<file path="src/rtl/fp_mul_arbiter.sv">
// fp_mul_arbiter: shares one iterative FP multiplier between two requesters.
// Each port latches its operands at grant, runs the multiplier until it stops
// stalling, captures the product and returns it with a one-cycle ack.
// Optional feature macro: FPMUL_ZERO_BYPASS_EN. When defined, an operand with a
// zero exponent skips the multiplier and returns 0 one cycle after the grant.
module fp_mul_arbiter #(
  parameter bit FIXED_PRIO = 1'b0   // 0: round-robin, 1: port 0 wins ties
) (
  input  logic        clk,
  input  logic        rst,
  input  logic        ce,
  input  logic        req0,
  input  logic [31:0] x0,
  input  logic [31:0] y0,
  output logic        ack0,
  output logic [31:0] z0,
  input  logic        req1,
  input  logic [31:0] x1,
  input  logic [31:0] y1,
  output logic        ack1,
  output logic [31:0] z1,
  output logic        busy,
  output logic        gnt,
  output logic        mul_ce,
  output logic        mul_run,
  output logic [31:0] mul_x,
  output logic [31:0] mul_y,
  input  logic        mul_stall,
  input  logic [31:0] mul_z
);

  typedef enum logic [1:0] {IDLE, RUN, DONE} state_t;

  state_t      state;
  logic        rr;        // last port granted; the other port wins the next tie
  logic        any_req;
  logic        win;
  logic [31:0] win_x;
  logic [31:0] win_y;
`ifdef FPMUL_ZERO_BYPASS_EN
  logic        win_zero;
`endif

  // The multiplier counter must also clear while we are held in reset.
  assign mul_ce = ce | rst;

  // Winner selection for the IDLE grant decision.
  always_comb begin
    any_req = req0 | req1;
    if (req0 && req1) begin
      win = FIXED_PRIO ? 1'b0 : ~rr;
    end else begin
      win = req1;
    end
    win_x = win ? x1 : x0;
    win_y = win ? y1 : y0;
`ifdef FPMUL_ZERO_BYPASS_EN
    win_zero = (win_x[30:23] == 8'd0) || (win_y[30:23] == 8'd0);
`endif
  end

  // Control FSM with registered outputs; everything advances only on ce.
  always_ff @(posedge clk) begin
    if (rst) begin
      state   <= IDLE;
      rr      <= 1'b1;
      gnt     <= 1'b0;
      busy    <= 1'b0;
      mul_run <= 1'b0;
      ack0    <= 1'b0;
      ack1    <= 1'b0;
      z0      <= 32'd0;
      z1      <= 32'd0;
      mul_x   <= 32'd0;
      mul_y   <= 32'd0;
    end else if (ce) begin
      case (state)
        IDLE: begin
          if (any_req) begin
            mul_x <= win_x;
            mul_y <= win_y;
            gnt   <= win;
            rr    <= win;
            busy  <= 1'b1;
`ifdef FPMUL_ZERO_BYPASS_EN
            if (win_zero) begin
              if (win) begin
                z1   <= 32'd0;
                ack1 <= 1'b1;
              end else begin
                z0   <= 32'd0;
                ack0 <= 1'b1;
              end
              state <= DONE;
            end else begin
              mul_run <= 1'b1;
              state   <= RUN;
            end
`else
            mul_run <= 1'b1;
            state   <= RUN;
`endif
          end
        end
        RUN: begin
          if (!mul_stall) begin
            if (gnt) begin
              z1   <= mul_z;
              ack1 <= 1'b1;
            end else begin
              z0   <= mul_z;
              ack0 <= 1'b1;
            end
            // Dropping run for the DONE cycle clears the multiplier counter.
            mul_run <= 1'b0;
            state   <= DONE;
          end
        end
        DONE: begin
          ack0  <= 1'b0;
          ack1  <= 1'b0;
          busy  <= 1'b0;
          state <= IDLE;
        end
        default: begin
          mul_run <= 1'b0;
          busy    <= 1'b0;
          state   <= IDLE;
        end
      endcase
    end
  end

endmodule
</file>
<file path="config.mk">
export PLATFORM = sky130hd
export DESIGN_NAME = fp_mul_arbiter
export DESIGN_NICKNAME = d
export VERILOG_FILES = /design/src/rtl/fp_mul_arbiter.sv
export SDC_FILE = /design/constraint.sdc
export NUM_CORES = 1
export LEC_CHECK = 0
export ABC_AREA = 1
export CORE_AREA = 3 3 104 146
export DETAILED_ROUTE_END_ITERATION = 12
export DIE_AREA = 0 0 107 149
export PLACE_DENSITY = 0.76
export SYNTH_ARGS = -nofsm -noshare
export SYNTH_HDL_FRONTEND = slang
export SYNTH_SLANG_ARGS = --single-unit
</file>
<file path="constraint.sdc">
create_clock -name clk -period 1.5 [get_ports clk]
set_clock_uncertainty 0.1 [all_clocks]
set_input_delay 0.3 -clock clk [delete_from_list [all_inputs] [get_ports clk]]
set_output_delay 0.3 -clock clk [all_outputs]
set_load 0.05 [all_outputs]
</file>
==> impl_metrics.ini, run 1 <==
[status]
status = finished, violations left
violations = setup timing

[clock_network]
htree_levels = 4
clkSinkCount = 136
clkTransAtPathRegs_ns = 0.06
cts_buffers = 17
cts_tree = built
clk_latency_ns = 0.42
ctsHoldBuffers = 0
root_buffer = clkbuf_16
ctsLongestPathBuffers = 2

[pwr]
p_per_area_nw_per_um2 = 1020
power.leakage_nw = 4.53
power_w = 0.0114
vdd_drop_max_v = 0.000756

[floorplan]
design.die.area_um2 = 15900
io_pins = 300
num_rows = 51
initial_core_util = 0.385
dieWidth_um = 107
fp.dieH_um = 149
core-area_um2 = 14000

[drt]
first_pass_iters = 4
detail_route.wl_per_cell_um = 17.8
drt_iter0_drc = 261
vias = 6379
via_per_inst = 5.06
drc = 0
route.antenna.remaining_nets = 0
drt_wl_total_um = 22500

[critical_path]
worstPathCellList = nor2_4 > nand2_2 > nor2_4 > buf_12 > buf_16 > nand2_1 > a21oi_1 > nor2_1
crit_buf_inv = 2
cpMostUsedCell = nor2_4
crit_required_ns = 1.70
crit_fanout = 14
cp_top_family = simple AND/OR/NAND/NOR gates
crit_path_end_kind = register
critPathMaxStageDelay_ns = 0.37
crit_slowest_cell = dfxtp_4
worstSetupStartpointType = register
cp.arrival_ns = 1.75
worstSetupPathType = register to register

[placed_design]
io_buffers = 299
dp_hpwl_um = 15500
gp_congestion = 0.853

[timing]
worst_pin_slew_ns = 0.248
hold_viol = 0
finalMaxSlewViolations = 0
fin_hold_ws_ns = 0.313
final.setup.tns_ns = -0.127
fmax_mhz = 647
worst_slack_ns = -0.0450
relSlewSlack = 0.833
rsz0062_at_grt = yes
setup_viol_count_final = 8
fin_crit_ns = 1.54
finalCritPeriodShare = 1.03

[logic_synthesis]
syn_avg_cell_area_um2 = 7.21
ys_ff_latch = 136
ys_seq_area_frac = 0.506
synth_edf_count = 0
syn-num-nets = 913
yosysTopAreaCell = dfxtp_1
synth_common_cells = 142 x nand2_1, 136 x dfxtp_1, 132 x nor2_1
synth_top_cells_by_area = dfxtp_1 51%, o21ai_0 9.9%, nand2_1 9.9%
syn_area_um2 = 5380
ys_warn_count = 0
synth_most_common_cell = nand2_1
synthDistinctLibCells = 17
syn_inst = 747
synth_flop_cell = dfxtp_1
synth.top_cell.area_share = 0.506
async_reset_ff_frac = 0

[final_layout]
syn_to_final_growth_pct = 108
nets = 1227
final_util = 0.801
drive_gt1_frac = 0.230

[job]
drv_cap = 0

[grt]
grt_pass1_vias = 6403
antenna_found_initial = 2
grt_usage = 0.266
grt-ovfl-total = 0
grt_max_degree = 63
grt_pass1_wl_um = 32900

[min_path]
holdCritPathClass = input port to register
==> final timing paths <==
check                              start  endpoint  slack (ns)  cells past startpoint
worst max register to register  state[1]  mul_y[9]       -0.04                      8
worst max-delay path            state[1]  mul_y[9]       -0.04                      8
worst min register to register        rr        rr        0.36                      2
worst min-delay path                 rst       gnt        0.31                      3
==> layout by cell type (no fill, tap or decap), types with 5 or more instances in the layout <==
cell type        instances
a21oi_1                 95
a21oi_2                  8
buf_12                 152
buf_4                   22
clkbuf_16               21
clkdlybuf4s50_1        163
clkinv_2                 5
dfxtp_1                133
inv_1                   35
nand2_1                138
nor2_1                 131
o21ai_0                 86
o21ai_1                 40
==> final cells by class <==
type	count	area, µm²
Antenna cell	2	5.00
Clock buffer	20	467
Clock inverter	12	149
Fill cell	809	2780
Inverter	39	149
Multi-Input combinational cell	516	2340
Sequential cell	136	2730
Tap cell	185	231
Timing Repair Buffer	351	5120
==> worst reg2reg max path: stages, from the launching register on <==
cell and delay [ns]:
dfxtp_4 0.37, nor2_4 0.13, nand2_2 0.07, nor2_4 0.11, buf_12 0.17, buf_16 0.16
nand2_1 0.07, a21oi_1 0.18, nor2_1 0.08
==> through the flow <==
stage | worst slack (ns) | cells | instance area [µm²]
after CTS | -0.0616 | 1250 | 10900
final | -0.0450 | 1261 | 11200
after detailed placement | -0.483 | 1214 | 10200
after global routing | -0.0889 | 1260 | 11200
after floorplan | 0.0772 | 747 | 5390
after global placement | -0.428 | 1214 | 10200
==> timing repair <==
action                     4_1_cts  5_1_grt
gates cloned                     3        5
setup buffers                    1        4
resized for setup               13       45
hold endpoints to repair         0        0
pin swaps                        2       23
setup endpoints to repair       54      108
==> flip-flops by register name, summed over array words and instances, names as in the netlist <==
register	count
z0	32
mul_x	32
state	2
busy	1
mul_run	1
gnt	1
ack0	1
mul_y	32
rr	1
ack1	1
z1	32
==> power by group <==
group	internal, W	switching, W	total, W
sequential	0.00382	0.000230	0.00405
combinational	0.00155	0.00150	0.00304
clock	0.00274	0.00160	0.00434
==> metal layers <==
metal / global-route usage / wire (µm) / vias up
met5: 0 / 13 / -
met2: 0.483 / 12000 / 297
met1: 0.277 / 7800 / 2971
li1: - / - / 3051
met3: 0.0948 / 1820 / 58
met4: 0.107 / 808 / 2
==> logic make-up (layout without fill, tap and decap cells) <==
logic type,count (synthesis),count (layout),synth area share
other,0,2,0
flip-flops,136,136,0.506
buffers and inverters,95,422,0.0762
AO/OA/AOI/OAI,234,234,0.218
AND/OR/NAND/NOR,282,282,0.200
Note: power is estimated with default switching activity, not from simulation.
==> inputs of run 2 (changes only) <==
Settings changed: CORE_AREA 3 3 104 146 to 3 3 109 153, DIE_AREA 0 0 107 149 to 0 0 112 156, PLACE_DENSITY 0.76 to 0.73.
Clock period 1.5 ns to 1.33 ns, I/O delays scaled along.
==> run 2 against run 1 <==
  * The flow still finishes with violations (setup timing)
  * Critical path depth is 1 higher
  * Total power is 16% higher
  * Highest routed layer is now met4
  * Largest power group unchanged
  * Worst setup slack worse by 0.17 ns
  * Critical endpoint is now mul_x[12]
  * Register-to-register slack worse by 0.14 ns
==> impl_metrics.ini, run 2 (synthesis gave the netlist of run 1 again) <==
[status]
status = finished, violations left
violations = setup timing

[clock_network]
htree_levels = 4
cts_buffers = 17
cts_tree = built
clkSinkCount = 136
clk_latency_ns = 0.40
ctsHoldBuffers = 0
clkTransAtPathRegs_ns = 0.06
ctsLongestPathBuffers = 2
root_buffer = clkbuf_16

[grt]
antenna_found_initial = 0
grt-ovfl-total = 0
grt_max_degree = 60
grt_usage = 0.216
grt_pass1_wl_um = 30100
grt_pass1_vias = 6052

[drt]
route.antenna.remaining_nets = 0
detail_route.wl_per_cell_um = 16.2
drt_wl_total_um = 20600
drt_iter0_drc = 296
dr.max_layer_used = met4
first_pass_iters = 4
drc = 0
wl_met2_um = 10900
via_per_inst = 4.84
vias = 6164
wl_met3_um = 1380
met1_length_um = 7440

[timing]
fin_crit_ns = 1.55
worst_pin_slew_ns = 0.272
relSlewSlack = 0.819
finalCritPeriodShare = 1.16
fmax_mhz = 646
hold_viol = 0
finalMaxSlewViolations = 0
setup_viol_count_final = 133
worst_slack_ns = -0.219
rsz0062_at_grt = yes

[placed_design]
dp_hpwl_um = 14100
gp_congestion = 0.819
io_buffers = 299
post-place-ws_ns = -0.597

[critical_path]
reg2reg_slack_ns = -0.18
crit_required_ns = 1.52
crit_path_end_kind = register
worstSetupPathType = input port to register
crit_fanout = 18
crit_path_start = req1
worstReg2RegStart = state[1]
reg2reg_to = mul_x[30]
reg2reg_depth = 9
critPathCapture = mul_x[12]
worstSetupStartpointType = input port
cp.arrival_ns = 1.73

[final_layout]
drive_gt1_frac = 0.372
nets = 1230
syn_to_final_growth_pct = 116
final_common_cell = clkdlybuf4s50_1
final_util = 0.751
diodes = 0
fill_cells = 1048
final_cell_mix = 163 x clkdlybuf4s50_1, 145 x buf_12, 135 x nand2_1

[floorplan]
io_pins = 300
core-area_um2 = 15500
num_rows = 54
dieWidth_um = 112
design.die.area_um2 = 17500
initial_core_util = 0.348
fp.dieH_um = 156

[pwr]
clkPwrFrac = 0.385
p_per_area_nw_per_um2 = 1140
p_sw_w = 0.00385
vdd_drop_max_v = 0.000717
p_int_w = 0.00937
power.leakage_nw = 4.63
seq_power_share = 0.348
power_frac_comb = 0.267
netSwitchingFraction = 0.291

[min_path]
holdCritPathClass = input port to register

[job]
drv_cap = 0
==> run 2: cell count changes in the layout (fill, tap and decap cells not counted), moves of 3 or more <==
cell      delta
a21oi_1     -23
a21oi_2     +23
buf_12       -7
buf_16       +3
buf_4        -8
buf_6       +16
clkinv_2     -4
dfxtp_1     -99
dfxtp_2     +98
inv_6        +3
nand2_1      -3
o21ai_0     -49
o21ai_1     +25
o21ai_2     +23
==> run 2: worst min path at each step <==
stage            from  cells after the start         to  slack [ns]
2_1_floorplan  x1[26]                      2  mul_x[26]        0.30
3_3_place_gp       rr                      2         rr        0.35
3_5_place_dp       rr                      2         rr        0.36
4_1_cts            ce                      3   state[1]        0.22
5_1_grt            ce                      3       ack0        0.11
6_report           ce                      3       ack0        0.11
==> run 2: repair_timing <==
action	4_1_cts	5_1_grt
setup buffers	5	1
gates resized for setup	90	195
pin swaps	21	47
gates cloned	6	5
setup endpoints to repair	146	225
==> run 2: power by group through the flow <==
stage / registers [W] / clock network (W) / logic, W
floorplan: 0.00529 / 0 / 0.000680
global placement: 0.00463 / 0 / 0.00314
detailed placement: 0.00464 / 0 / 0.00317
CTS: 0.00456 / 0.00516 / 0.00343
global route: 0.00463 / 0.00536 / 0.00372
finish: 0.00460 / 0.00509 / 0.00353
==> run 2: worst max-delay path, stage by stage <==
cell and delay [ns]:
clkdlybuf4s50_1 0.56, buf_4 0.15, nand2_2 0.08, buf_4 0.17, buf_12 0.15, nand2_1 0.07
nand2_1 0.07, a21oi_1 0.15, nor2_1 0.06
==> run 2: per-layer routing <==
metal | global-route usage | vias to the layer above
li1 | - | 3061
met5 | 0 | -
met4 | 0.109 | 0
met2 | 0.403 | 259
met3 | 0.0621 | 47
met1 | 0.218 | 2797
==> run 2: final cells by class <==
type / instances / area (µm²) / area share
tap: 196 / 245 / 0.0211
clock buffer: 19 / 443 / 0.0381
timing repair buffer: 354 / 5160 / 0.445
inverter: 39 / 159 / 0.0137
clock inverter: 13 / 191 / 0.0165
multi-input combinational: 516 / 2550 / 0.220
sequential: 136 / 2860 / 0.246
==> run 2: per-stage QoR <==
step / total power, W / instances / TNS, ns / hold slack, ns / instance area (µm²)
4_1_cts: 0.0132 / 1268 / -13.43 / 0.220 / 11200
3_5_place_dp: 0.00781 / 1225 / -66.56 / 0.362 / 10100
2_1_floorplan: 0.00597 / 747 / -0.00221 / 0.302 / 5400
5_1_grt: 0.0137 / 1273 / -23.01 / 0.107 / 11600
3_3_place_gp: 0.00777 / 1225 / -60.01 / 0.345 / 10100
6_report: 0.0132 / 1273 / -13.49 / 0.113 / 11600
==> inputs of run 3 (changes only) <==
Settings changed: ABC_CLOCK_PERIOD_IN_PS set to 1330.
==> results of run 3 <==
The final DEF is identical to that of run 2; final timing and power are the same.
